### src/rtl/timer.sv
// timer: memory-mapped machine timer with an 8-bit prescaler, compare match,
// optional auto-reload and a sticky pending flag that drives bit 0 of the
// interrupt-flag bus. There are three word registers: CTRL (0x0),
// COUNT (0x4) and CMP (0x8). Address 0xC is unmapped.
//
// Bus handshake: req_i is a one-cycle strobe. The block never stalls.
// ack_o pulses exactly one cycle after each accepted req_i. On a read,
// data_o is valid in that ack cycle and holds until the next read.
module timer #(
   parameter int DATA_W  = 32,
   parameter int ADDR_W  = 32,
   parameter int INT_BUS = 8
) (
   input  logic               clk_i,
   input  logic               rst_n_i,
   input  logic               req_i,
   input  logic               we_i,
   input  logic [ADDR_W-1:0]  addr_i,
   input  logic [DATA_W-1:0]  data_i,
   output logic [DATA_W-1:0]  data_o,
   output logic               ack_o,
   output logic [INT_BUS-1:0] int_flag_o
);

   localparam logic [DATA_W-1:0] ONE = DATA_W'(1);

   // CTRL fields
   logic              en;
   logic              ie;
   logic              pend;
   logic              auto_rl;
   logic [7:0]        presc;

   logic [DATA_W-1:0] count;
   logic [DATA_W-1:0] cmp;
   logic [7:0]        psc_cnt;

   logic [1:0]        sel;
   logic              wr_ctrl;
   logic              wr_count;
   logic              wr_cmp;
   logic              rd;
   logic              tick;
   logic              match;
   logic              psc_restart;
   logic [DATA_W-1:0] ctrl_val;
   logic [DATA_W-1:0] rd_val;
   logic              unused_addr;

   // Only addr_i[3:2] selects a register; the remaining address bits are ignored.
   assign unused_addr = ^{addr_i[ADDR_W-1:4], addr_i[1:0]};

   assign sel      = addr_i[3:2];
   assign wr_ctrl  = req_i & we_i & (sel == 2'd0);
   assign wr_count = req_i & we_i & (sel == 2'd1);
   assign wr_cmp   = req_i & we_i & (sel == 2'd2);
   assign rd       = req_i & ~we_i;

   // A tick closes each prescaler period. The match test uses the CMP value
   // held before any write in this same cycle.
   assign tick  = en & (psc_cnt == presc);
   assign match = tick & (count == cmp);

   // Changing PRESC or clearing EN restarts the prescaler period.
   assign psc_restart = wr_ctrl & ((data_i[15:8] != presc) | ~data_i[0]);

   // Assemble the CTRL read image. Unused bits read as zero.
   always_comb begin
      ctrl_val       = '0;
      ctrl_val[0]    = en;
      ctrl_val[1]    = ie;
      ctrl_val[2]    = pend;
      ctrl_val[3]    = auto_rl;
      ctrl_val[15:8] = presc;
   end

   // Read-data multiplexer. The unmapped slot returns zero.
   always_comb begin
      rd_val = '0;
      case (sel)
         2'd0:    rd_val = ctrl_val;
         2'd1:    rd_val = count;
         2'd2:    rd_val = cmp;
         default: rd_val = '0;
      endcase
   end

   // CTRL configuration bits. PEND is handled separately because of its set/clear rules.
   always_ff @(posedge clk_i) begin
      if (!rst_n_i) begin
         en      <= 1'b0;
         ie      <= 1'b0;
         auto_rl <= 1'b0;
         presc   <= 8'd0;
      end else if (wr_ctrl) begin
         en      <= data_i[0];
         ie      <= data_i[1];
         auto_rl <= data_i[3];
         presc   <= data_i[15:8];
      end
   end

   // Sticky pending flag. A match sets it and wins over a simultaneous write-1-to-clear.
   always_ff @(posedge clk_i) begin
      if (!rst_n_i) begin
         pend <= 1'b0;
      end else if (match) begin
         pend <= 1'b1;
      end else if (wr_ctrl && data_i[2]) begin
         pend <= 1'b0;
      end
   end

   // Prescaler: counts 0..PRESC while enabled and is held at zero otherwise.
   always_ff @(posedge clk_i) begin
      if (!rst_n_i) begin
         psc_cnt <= 8'd0;
      end else if (psc_restart || !en || tick) begin
         psc_cnt <= 8'd0;
      end else begin
         psc_cnt <= psc_cnt + 8'd1;
      end
   end

   // Main counter. A bus write takes priority over the tick update.
   always_ff @(posedge clk_i) begin
      if (!rst_n_i) begin
         count <= '0;
      end else if (wr_count) begin
         count <= data_i;
      end else if (tick) begin
         count <= (match && auto_rl) ? '0 : count + ONE;
      end
   end

   // Compare register. It resets to all-ones so a freshly enabled timer does not match at zero.
   always_ff @(posedge clk_i) begin
      if (!rst_n_i) begin
         cmp <= '1;
      end else if (wr_cmp) begin
         cmp <= data_i;
      end
   end

   // Bus response: one ack per access. Read data is captured and held until the next read.
   always_ff @(posedge clk_i) begin
      if (!rst_n_i) begin
         ack_o  <= 1'b0;
         data_o <= '0;
      end else begin
         ack_o <= req_i;
         if (rd) begin
            data_o <= rd_val;
         end
      end
   end

   // Interrupt flags are decoded from registers only. Only bit 0 is ever driven high.
   always_comb begin
      int_flag_o    = '0;
      int_flag_o[0] = pend & ie;
   end

endmodule

### config.mk
export PLATFORM = sky130hd
export DESIGN_NAME = timer
export DESIGN_NICKNAME = d
export VERILOG_FILES = /design/src/rtl/timer.sv
export SDC_FILE = /design/constraint.sdc
export NUM_CORES = 1
export LEC_CHECK = 0
export CORE_ASPECT_RATIO = 1.25
export CORE_MARGIN = 1
export CORE_UTILIZATION = 53
export CTS_CLUSTER_SIZE = 14
export DETAILED_ROUTE_END_ITERATION = 10
export PLACE_DENSITY = 0.78
export SLEW_MARGIN = 20
export SYNTH_ARGS = -nofsm -noshare
export SYNTH_HDL_FRONTEND = slang
export SYNTH_SLANG_ARGS = --single-unit
### constraint.sdc
create_clock -name clk_i -period 2.29 [get_ports clk_i]
set_input_delay 0.458 -clock clk_i [delete_from_list [all_inputs] [get_ports clk_i]]
set_output_delay 0.458 -clock clk_i [all_outputs]
set_load 0.01 [all_outputs]
==> reports/qor.yml <==
cp.arrival_ps: 2480
rsz0062_at_grt: "no"
critPathKind: "reg -> reg"
cts_tree: "built"
slew_violations: 0
endpoint_kind: "flop"
place.gp.congestion: 0.9313
clkSinkCount: 117
synth_edf_count: 0
grt_pass1_wl_mm: 30.35
area_growth_pct: 26.12
syn-cell-area_mm2: 0.006200
drcViolationCount: 0
vdd_ir_drop_max_mv: 0.5378
path_clk_slew_ps: 50
power_leakage_nw: 2.958
die_area_mm2: 0.01214
core_area_mm2: 0.01124
p_per_area_mw_per_mm2: 739.2
seq_area_frac_synth_pct: 37.78
ios: 109
synth_ff_type: "dfxtp_1"
async_reset_ff_share_pct: 0
crit_path_top_delay_cell: "dfxtp_1"
fin_area_mm2: 0.007819
critPathRequiredTime_ps: 2640
die_y_um: 122.9
hold_viol: 0
skew_ps: 5.368
grt_usage_pct: 32.02
syn_area_per_cell_um2: 7.908
ys_types: 47
slowest_delay_ps: 480
fin_crit_sh_pct: 93.23
routed_wl_mm: 18.65
ys_top_cells_by_area: "dfxtp_1 (38%), xnor2_1 (7.5%), nand2_1 (7.3%)"
antenna_found_initial: 0
cts_buffers: 17
routedWlPerCell_um: 18.58
drive_gt1_share_pct: 11.85
grt_max_degree: 65
drv_cap: 0
cp_cell_sequence: "xnor2_1 > nand4_1 > or3_1 > buf_4 > nor4_2 > o21ai_0 > a21oi_1"
grt_pass1_vias: 6108
h-tree-depth: 4
first_pass_iters: 5
num_rows: 43
cts_hold_buf: 0
clock_latency_ps: 420
nets: 926
fmax_ghz: 0.4684
place_hpwl_mm: 12.70
ant_nets: 0
port_buffers: 71
vias: 6224
yosysTopAreaCell: "dfxtp_1"
synth_top_cell_area_share_pct: 37.78
placed_area_mm2: 0.007153
via_per_inst: 6.199
drtIter0Drc: 530
setup-violations-final: 0
synth_seq_cells: 117
grt_overflow: 0
yosys_warnings: 0
syn_inst: 784
cp_max_fo: 27
start_util_pct: 55.14
outcome: "completed"
diodes: 0
hold_path_class: "reg -> reg"
root_buffer: "clkbuf_16"
clock_path_buffers: 2
die_w_um: 98.74
min_period_ps: 2135
total_power_mw: 5.779
startpoint_type: "flop"
[cell usage in the layout, fill, tap and decap left out, types with 27 or more instances in the layout]
cell type        instances
a211oi_1                32
a21oi_1                 59
buf_4                   47
clkdlybuf4s50_1         71
dfxtp_1                117
nand2_1                120
nand3_1                 63
nand4_1                 29
nor2_1                  66
o21ai_0                 27
xnor2_1                 52
[kinds of logic after synthesis]
logic type      synth area share [%]
buf+inv                        6.418
compound gates                 17.03
xor+xnor                       9.324
flops                          37.78
other cells                  0.06049
simple gates                   27.04
fa+ha+maj                     0.4036
mux                            1.938
[worst max-delay path, delay by kind of cell (launching register included)]
kind / cells / cell delay (ps)
AOI/OAI and AO/OA: 2 / 260
DFF: 1 / 480
and+or+nand+nor: 3 / 860
xor gates and xnor gates: 1 / 160
buffers and inverters: 1 / 290
[Yosys cell counts, types with 11 or more instances]
cell,count
a211oi_1,32
clkbuf_1,42
a21oi_1,59
o21ai_0,27
buf_2,15
nand4_1,29
nand3_1,63
nor2_1,66
nand2_1,120
a31oi_1,18
a22oi_1,20
dfxtp_1,117
mux2i_1,12
xor2_1,13
xnor2_1,53
buf_4,11
[power breakdown]
part | switching [mW] | leakage (nW) | internal, mW
combinational | 0.353 | 1.70 | 0.320
sequential | 0.114 | 0.956 | 2.14
clock | 0.924 | 0.306 | 1.93
total | 1.39 | 2.96 | 4.39
[registers in the layout, summed over array words and instances, names as in the netlist]
register / count
ack_o: 1
auto_rl: 1
cmp: 32
count: 32
data_o: 32
en: 1
ie: 1
pend: 1
presc: 8
psc_cnt: 8
[cell type report]
type,instances,area (um^2)
inverters,5,18.77
flip-flops and latches,117,2342
fillers,882,3426
clock inverters,8,145.1
clock buffers,24,491.7
well taps,135,168.9
repair buffers,122,1144
multi-input cells,593,3508
[worst paths after layout]
check	startpoint	endpoint	slack, ps	depth (start not counted)
min reg2reg	data_o[26]	data_o[26]	490	2
max reg2reg	presc[6]	count[24]	150	7
max	presc[6]	count[24]	150	7
min	data_o[26]	data_o[26]	490	2
[routing by layer]
| metal | routed length (um) | vias up | global-route usage, % |
|---|---|---|---|
| li1 | - | 2900 | - |
| met1 | 7002 | 2882 | 35.37 |
| met2 | 9117 | 349 | 54.58 |
| met3 | 1516 | 93 | 7.462 |
| met4 | 1016 | 0 | 22.95 |
| met5 | 0 | - | 0 |
[timing repair]
item                       CTS  global route
setup buffers                0             2
setup endpoints to repair    0             4
resized for setup            0             2
[stage by stage]
step	worst slack [ps]	cells	setup TNS [ps]	hold slack [ps]	util (%)
floorplan	304.0	790	0	444.1	-
global placement	34.55	970	0	463.5	63.61
detailed placement	-4.127	970	-8.104	477.4	63.61
CTS	132.9	1002	0	490.0	69.28
global route	0.2927	1004	0	512.0	69.53
finish	155.0	1004	0	494.7	69.53
Power figures use the tool's default switching activity.
